## src/rtl/sqrt_share_arbiter.sv

```systemverilog
// sqrt_share_arbiter
//   Shares one bit-serial restoring integer square-root engine among NREQ
//   requesters. A round-robin arbiter picks one pending requester while the
//   engine is idle, captures its operand, computes floor(sqrt(operand)) one
//   root bit per cycle, and returns the root with the requester index over a
//   valid/ready response channel. Only one operation is in flight at a time.
//
// Ports
//   clk        rising-edge clock
//   reset      synchronous active-high reset
//   req        per-requester "operand pending" flags
//   req_data   packed operands, operand k at [k*DATA_W +: DATA_W]
//   gnt        registered one-hot pulse, one cycle, marking operand capture
//   busy       high while computing or holding a response
//   rsp_valid  result available on rsp_root/rsp_id
//   rsp_ready  consumer accepts the result
//   rsp_id     index of the requester that owns the current result
//   rsp_root   floor(sqrt(operand))

module sqrt_share_arbiter #(
  parameter int NREQ   = 4,
  parameter int DATA_W = 29,
  parameter int IDW    = 3,
  localparam int ROOT_W = (DATA_W + 1) / 2
) (
  input  logic                     clk,
  input  logic                     reset,
  input  logic [NREQ-1:0]          req,
  input  logic [NREQ*DATA_W-1:0]   req_data,
  output logic [NREQ-1:0]          gnt,
  output logic                     busy,
  output logic                     rsp_valid,
  input  logic                     rsp_ready,
  output logic [IDW-1:0]           rsp_id,
  output logic [ROOT_W-1:0]        rsp_root
);

  // The operand is zero-extended to an even width so it splits into bit pairs.
  localparam int OP_W  = 2 * ROOT_W;
  localparam int REM_W = ROOT_W + 2;
  localparam int PTR_W = (NREQ > 1) ? $clog2(NREQ) : 1;
  localparam int CNT_W = $clog2(ROOT_W + 1);

  if (NREQ < 2 || NREQ > 8 || DATA_W < 2 || (1 << IDW) < NREQ) begin : g_param_check
    $error("sqrt_share_arbiter: invalid parameter combination");
  end

  typedef enum logic [1:0] {IDLE, CALC, RESP} state_t;

  state_t            state;
  logic [PTR_W-1:0]  rr_ptr;
  logic [PTR_W-1:0]  id_q;
  logic [OP_W-1:0]   op;
  logic [REM_W-1:0]  rem;
  logic [ROOT_W-1:0] root;
  logic [CNT_W-1:0]  counter;
  logic              drain;

  logic              found;
  logic [PTR_W-1:0]  winner;
  logic [PTR_W-1:0]  next_ptr;

  logic [REM_W+1:0]  trial_in;
  logic [REM_W+1:0]  trial_sub;
  logic [REM_W+1:0]  trial;
  logic              take;
  logic [REM_W-1:0]  rem_next;
  logic [ROOT_W-1:0] root_next;

  // Round-robin search: first set req bit at or above rr_ptr, wrapping to 0.
  always_comb begin
    found  = 1'b0;
    winner = '0;
    for (int i = 0; i < NREQ; i++) begin
      if (!found && req[(int'(rr_ptr) + i) % NREQ]) begin
        found  = 1'b1;
        winner = PTR_W'((int'(rr_ptr) + i) % NREQ);
      end
    end
    next_ptr = (int'(winner) == NREQ - 1) ? '0 : winner + 1'b1;
  end

  // One restoring step: bring down the next two operand bits and try to
  // subtract (root<<2 | 1). The remainder never exceeds 2*root, so after the
  // compare it always fits REM_W bits and the truncation is lossless.
  always_comb begin
    trial_in  = {rem, op[OP_W-1 -: 2]};
    trial_sub = {2'b00, root, 2'b01};
    take      = (trial_in >= trial_sub);
    trial     = trial_in - trial_sub;
    rem_next  = take ? trial[REM_W-1:0] : trial_in[REM_W-1:0];
    root_next = ROOT_W'({root, take});
  end

  // Control FSM and datapath registers. ROOT_W iterations run while counter
  // walks from ROOT_W-1 down to 0; the extra drain cycle afterwards moves the
  // finished root into the response registers, giving a capture-to-valid
  // distance of ROOT_W+1 edges.
  always_ff @(posedge clk) begin
    if (reset) begin
      state     <= IDLE;
      rr_ptr    <= '0;
      id_q      <= '0;
      op        <= '0;
      rem       <= '0;
      root      <= '0;
      counter   <= '0;
      drain     <= 1'b0;
      gnt       <= '0;
      busy      <= 1'b0;
      rsp_valid <= 1'b0;
      rsp_id    <= '0;
      rsp_root  <= '0;
    end else begin
      gnt <= '0;
      case (state)
        IDLE: begin
          if (found) begin
            op      <= OP_W'(req_data[int'(winner)*DATA_W +: DATA_W]);
            id_q    <= winner;
            gnt     <= NREQ'(1) << winner;
            rr_ptr  <= next_ptr;
            counter <= CNT_W'(ROOT_W - 1);
            rem     <= '0;
            root    <= '0;
            drain   <= 1'b0;
            busy    <= 1'b1;
            state   <= CALC;
          end
        end
        CALC: begin
          if (!drain) begin
            rem  <= rem_next;
            root <= root_next;
            op   <= op << 2;
            if (counter == '0) begin
              drain <= 1'b1;
            end else begin
              counter <= counter - 1'b1;
            end
          end else begin
            drain     <= 1'b0;
            rsp_root  <= root;
            rsp_id    <= IDW'(id_q);
            rsp_valid <= 1'b1;
            state     <= RESP;
          end
        end
        RESP: begin
          if (rsp_ready) begin
            rsp_valid <= 1'b0;
            busy      <= 1'b0;
            state     <= IDLE;
          end
        end
        default: state <= IDLE;
      endcase
    end
  end

endmodule

```

## config.mk

```make
export PLATFORM = sky130hd
export DESIGN_NAME = sqrt_share_arbiter
export DESIGN_NICKNAME = d
export VERILOG_FILES = /design/src/rtl/sqrt_share_arbiter.sv
export SDC_FILE = /design/constraint.sdc
export NUM_CORES = 1
export LEC_CHECK = 0
export BUFFER_PORTS_ARGS = -buffer_cell sky130_fd_sc_hd__buf_4
export CAP_MARGIN = 5
export CORE_MARGIN = 1.5
export CORE_UTILIZATION = 54
export CTS_BUF_LIST = sky130_fd_sc_hd__clkbuf_4
export DETAILED_ROUTE_END_ITERATION = 6
export HOLD_SLACK_MARGIN = 0.08
export PLACE_DENSITY = 0.81
export SYNTH_ARGS = -nofsm -noshare
export SYNTH_HDL_FRONTEND = slang
export SYNTH_SLANG_ARGS = --single-unit
```

## constraint.sdc

```tcl
create_clock -name clk -period 2.48 [get_ports clk]
set_input_delay 0.496 -clock clk [delete_from_list [all_inputs] [get_ports clk]]
set_output_delay 0.496 -clock clk [all_outputs]
set_load 0.02 [all_outputs]
```

# --- Yosys cells after proc, flatten, opt, wreduce, memory -nomap -nowiden ---
# Index checks and enable logic that the tools add are counted.
word_totals:
  regBits: 96
  inputBits: 123
  out_inout_bits: 24
op_classes:
  n_addsub: 6
  multipliers: 1
  order_cmp: 5
  eq_ne: 8
  shifts: 2
  n_mux: 47
  bitwise_logic: 5
  reduce_logical: 23
op_table:
  columns: ["cell", "n"]
  rows:
  - ["116-bit by 8-bit indexed part select with 29-bit output", 1]
  - ["30-bit 2-to-1 mux", 2]
  - ["30-bit case mux with 2 select lines", 1]
  - ["17-bit 2-to-1 mux", 3]
  - ["17-bit case mux with 2 select lines", 1]
  - ["15-bit 2-to-1 mux", 2]
  - ["15-bit case mux with 2 select lines", 1]
  - ["19-bit by 17-bit >= comparator with 1-bit output", 1]
  - ["1-bit 2-to-1 mux", 17]
  - ["17-bit subtractor", 1]
  - ["2-bit 2-to-1 mux", 8]
  - ["3-bit by 4-bit less-than comparator with 1-bit output (second input constant)", 3]
  - ["4-bit 2-to-1 mux", 3]
  - ["3-bit AND reduction", 4]
  - ["2-bit != test (second input constant)", 5]
  - ["1-bit binary-select mux with 2-bit select", 4]
  - ["4-bit case mux with 2 select lines", 1]
  - ["2-bit by 5-bit multiplier with 7-bit output (second input constant)", 1]
  - ["1-bit case mux with 2 select lines", 3]
  - ["2-bit case mux with 3 select lines", 1]
  - ["2-bit AND reduction", 3]
  - ["2-bit nonzero test", 3]
  - ["2-bit OR reduction", 3]
  - ["2-bit by 1-bit adder with 2-bit output (second input constant)", 2]
  - ["14 further kinds", 23]

# --- Longest topological paths before layout ---
logic_depth:
  depth_word: 18
  mapped_depth: 10
  ltp_nobuf: 8

# --- Least setup slack after synthesis ---
# OpenSTA, ideal clock, no wires.
synth_timing:
  path_kind: "register to register"
  startpoint: "register root[11]"
  endpoint: "register rem[14]"
  arrival_ns: 1.967
  required_ns: 2.406
  slack_ns: 0.438
  stages_incl_launch_ff: 11
  path_buffers: 2
  path_cell_list: "dfxtp_1 > inv_1 > ha_1 > clkbuf_1 > o21ai_0 > o21bai_1 > a211oi_2 > o21bai_2 > buf_4 > o2bb2a_1 > o21ai_0"
synth_via:
  elab_chain_len: 4
synth_rtl:
  columns: ["item", "line_no", "text"]
  rows:
  - ["from (decl)", "55", "logic [ROOT_W-1:0] root;"]
  - ["from (signal assigned)", "134", "root <= root_next;"]
  - ["17-bit subtractor or 19-bit by 17-bit >= comparator with 1-bit output (tied branches)", "90, 89", null]
  - ["17-bit 2-to-1 mux *", "91", "rem_next = take ? trial[REM_W-1:0] : trial_in[REM_W-1:0];"]
  - ["17-bit 2-to-1 mux *", "132", "if (!drain) begin"]
  - ["17-bit case mux with 2 select lines *", "116", "case (state)"]
  - ["to (signal assigned)", "133", "rem <= rem_next;"]
  - ["to (decl)", "54", "logic [REM_W-1:0] rem;"]
# Mark *: on every way between the ends. The rest lies on a longest branch, timed or not. The select of a mux whose other input is x is not followed.
# A chain may end at the register's enable or synchronous reset.

# --- Worst setup path in the final report ---
layout_timing:
  startpoint: "register root[1]"
  endpoint: "register rem[14]"
# The elaborated chain is that of the path after synthesis.

==> out/results.tsv <==
stage	metric	value	unit
outcome	status	finished clean	
clock_tree	Clock Path Buffers	2	
place	Setup WS pre-CTS	0.0541	ns
setup_path	endpoint class of the critical path	register	
setup_path	Crit Path Class	register to register	
route	Via Count	5825	
logic_synthesis	top cells by count, synth	143 x nand2_1, 96 x dfxtp_1, 76 x nor2_1, 57 x a211oi_1	
route	post-DR wirelength/cell	14.8	µm
sta	max-slew violations	0	
place	placed cell areas	7020	µm²
clock_tree	clock-pin slew on the worst setup and hold paths	0.16	ns
clock_tree	total CTS buffers	9	
route	final WL	15200	µm
logic_synthesis	most frequent cell after synthesis	nand2_1	
die	chip width	107	µm
route	drt first pass iters	7	
clock_tree	Worst-Skew Late Latency	0.45	ns
global_routing	grt ovf	0	
die	Initial Utilization	56.2	%
die	num rows	37	
logic_synthesis	Syn Inst Count	765	
power_and_ir_drop	LEAKAGE	3.08	nW
global_routing	routing usage on met2	46.5	%
route	initial DRC count	399	
hold_path	hold depth	4	
logic_synthesis	Synth area leader	dfxtp_1	
global_routing	initial antenna violation count	0	
global_routing	vias in the first global route	5386	
logic_synthesis	post-synth top area share	32.8	%
logic_synthesis	register bit total from synthesis	96	
sta	RSZ-0062 raised after global routing	no	
clock_tree	setup bufs post-CTS	0	
sta	final setup fails	0	
die	die area	11500	µm²
logic_synthesis	cell area after synthesis	5850	µm²
die	chip height	107	µm
power_and_ir_drop	Final Power	0.00607	W
global_routing	met3 Use GR	3.71	%
place	placed cell count	1008	
sta	final hold vios	0	
setup_path	CP required	2.85	ns
sta	crit path time final	2.35	ns
global_routing	pin count of the biggest net entering global routing	57	
power_and_ir_drop	PwrDens	844	nW/µm²
global_routing	first-pass GRT wire length	24300	µm
die	Ports	147	
logic_synthesis	Avg Inst Size Synth	7.65	µm²
layout	final instance area	7190	µm²
logic_synthesis	synth warn	0	
die	Core Area	10400	µm²
setup_path	R2R cell count	9	
logic_synthesis	async set or reset register ratio after synthesis	0	%
setup_path	Crit-path slowest cell	dfxtp_1	
logic_synthesis	Synth Flop Type	dfxtp_1	
logic_synthesis	syn nets	907	
layout	layout cells sized above 1	21.6	%
sta	Clock Skews	0.0182	ns
setup_path	Worst EP arrival	2.72	ns
clock_tree	CTS Sinks	96	
route	Via density	5.69	
setup_path	critical path peak fanout	14	
place	global placement routability congestion	0.908	
setup_path	Crit. path cell count	9	
place	IO Port Bufs	145	
layout	n_diodes	0	
logic_synthesis	Seq/Total Area, Yosys	32.8	%
hold_path	HP Class	input port to register	
route	Final ANT Viol Nets	0	
logic_synthesis	Unique masters post-synth	60	
sta	setup TNS	0	ns
setup_path	worst-path cell chain	inv_1, ha_1, a21oi_1, nand3_2, a211oi_4, o21bai_2, buf_4, o2bb2a_1, o21ai_0	
place	HPWL after DPL	11500	µm
sta	final worst-path cycle share	94.6	%
sta	worst-margin pin slew	0.832	ns
logic_synthesis	Post-synth EDFFs	0	
sta	Fmax	0.426	GHz
global_routing	GRT busiest layer	met2	
layout	fin nets	1025	
setup_path	crit-path max cell delay	0.39	ns
layout	final cell count without fillers	1024	
clock_tree	htree depth	3	
layout	Layout fillers	859	
global_routing	global-route track usage on met1	32.0	%
setup_path	kind of cell adding the most delay to the critical path	compound AO/OA/AOI/OAI gates	
sta	max_slew headroom	44.3	%
global_routing	gr usage total	25.9	%
layout	Layout area overhead	22.8	%
logic_synthesis	largest cells by area after synthesis	dfxtp_1 33%, nand2_1 9.2%, a211oi_1 7.3%, mux2i_1 7.2%, nor2_1 4.9%	
clock_tree	Root Buffer	clkbuf_4	
setup_path	Worst Path Buf+Inv	2	
power_and_ir_drop	peak supply drop	0.574	mV
sta	fin worst setup slack	0.134	ns
route	drc violations	0	
clock_tree	TritonCTS clock tree	built	
setup_path	Setup crit start kind	register	
job	maximum capacitance violations	0	
metrics by stage:
stage	hold slack, ns	utilization (%)
floorplan	0.432	-
finish	0.302	69.0
detailed placement	0.450	67.4
global route	0.298	69.0
CTS	0.298	68.8
global placement	0.443	67.4
worst paths after layout:
| path | start | to | slack (ns) |
|---|---|---|---|
| setup reg to reg | root[1] | rem[14] | 0.13 |
| hold reg to reg | rsp_root[3] | rsp_root[3] | 0.47 |
| hold / removal | rsp_ready | rsp_valid | 0.30 |
| setup / recovery | root[1] | rem[14] | 0.13 |
timing repair:
action,CTS,global route
endpoints found under the setup margin,0,16
gates resized for setup,0,4
hold buffers,0,0
layer usage:
layer | vias to the layer above | wire length, µm
li1 | 2931 | -
met1 | 2682 | 6400
met2 | 186 | 7750
met3 | 26 | 751
met4 | 0 | 269
met5 | - | 0
cell usage in the layout (no fill, tap or decap), drive strengths merged, types with 4 or more instances in the layout:
| master | n |
|---|---|
| buf | 163 |
| o21a | 29 |
| o21ai | 43 |
| a21oi | 42 |
| nand3 | 9 |
| nand2 | 143 |
| nor2b | 4 |
| dfxtp | 96 |
| nor2 | 76 |
| nand2b | 6 |
| inv | 28 |
| nor3 | 13 |
| ha | 19 |
| a21boi | 28 |
| nand4 | 4 |
| nor4 | 7 |
| a211oi | 58 |
| clkbuf | 9 |
| xnor2 | 8 |
| o211ai | 7 |
| mux2i | 42 |
| o2bb2a | 4 |
state kept, by name (all words and copies together), names as in the netlist:
register and cells:
drain 1, busy 1, state 2, rr_ptr 2, counter 4, rsp_id 2
op 30, rsp_valid 1, rsp_root 15, rem 17, id_q 2, gnt 4
root 15
logic make-up (layout without fill, tap and decap cells):
logic type | count (synthesis) | after routing | synth area share (%)
compound gates | 240 | 240 | 28.2
xor+xnor | 11 | 11 | 1.65
fa+ha+maj | 19 | 19 | 4.06
buf+inv | 82 | 205 | 6.35
flops | 96 | 96 | 32.8
mux | 42 | 42 | 7.18
other cells | 1 | 1 | 0.0641
simple gates | 274 | 274 | 19.6
report_power, final:
| part | leakage [nW] | switching [W] | total [W] | internal [W] |
|---|---|---|---|---|
| Combinational | 2.21 | 0.00183 | 0.00332 | 0.00149 |
| Clock | 0.0769 | 0.000555 | 0.000872 | 0.000317 |
| Sequential | 0.785 | 0.000141 | 0.00187 | 0.00173 |
worst register-to-register path, cell delays in order, from the launching register on:
cell,delay [ns]
dfxtp_1,0.39
inv_1,0.08
ha_1,0.37
a21oi_1,0.29
nand3_2,0.17
a211oi_4,0.31
o21bai_2,0.11
buf_4,0.20
o2bb2a_1,0.30
o21ai_0,0.07
cell type report:
class                           count  area, µm²  area share (%)
Multi-Input combinational cell    587       3590            50.0
Tap cell                          136        170            2.37
Inverter                           26       97.6            1.36
Clock inverter                      7       77.6            1.08
Timing Repair Buffer              163       1260            17.5
Sequential cell                    96       1920            26.7
Clock buffer                        9       67.6           0.940
Power figures use the tool's default switching activity.
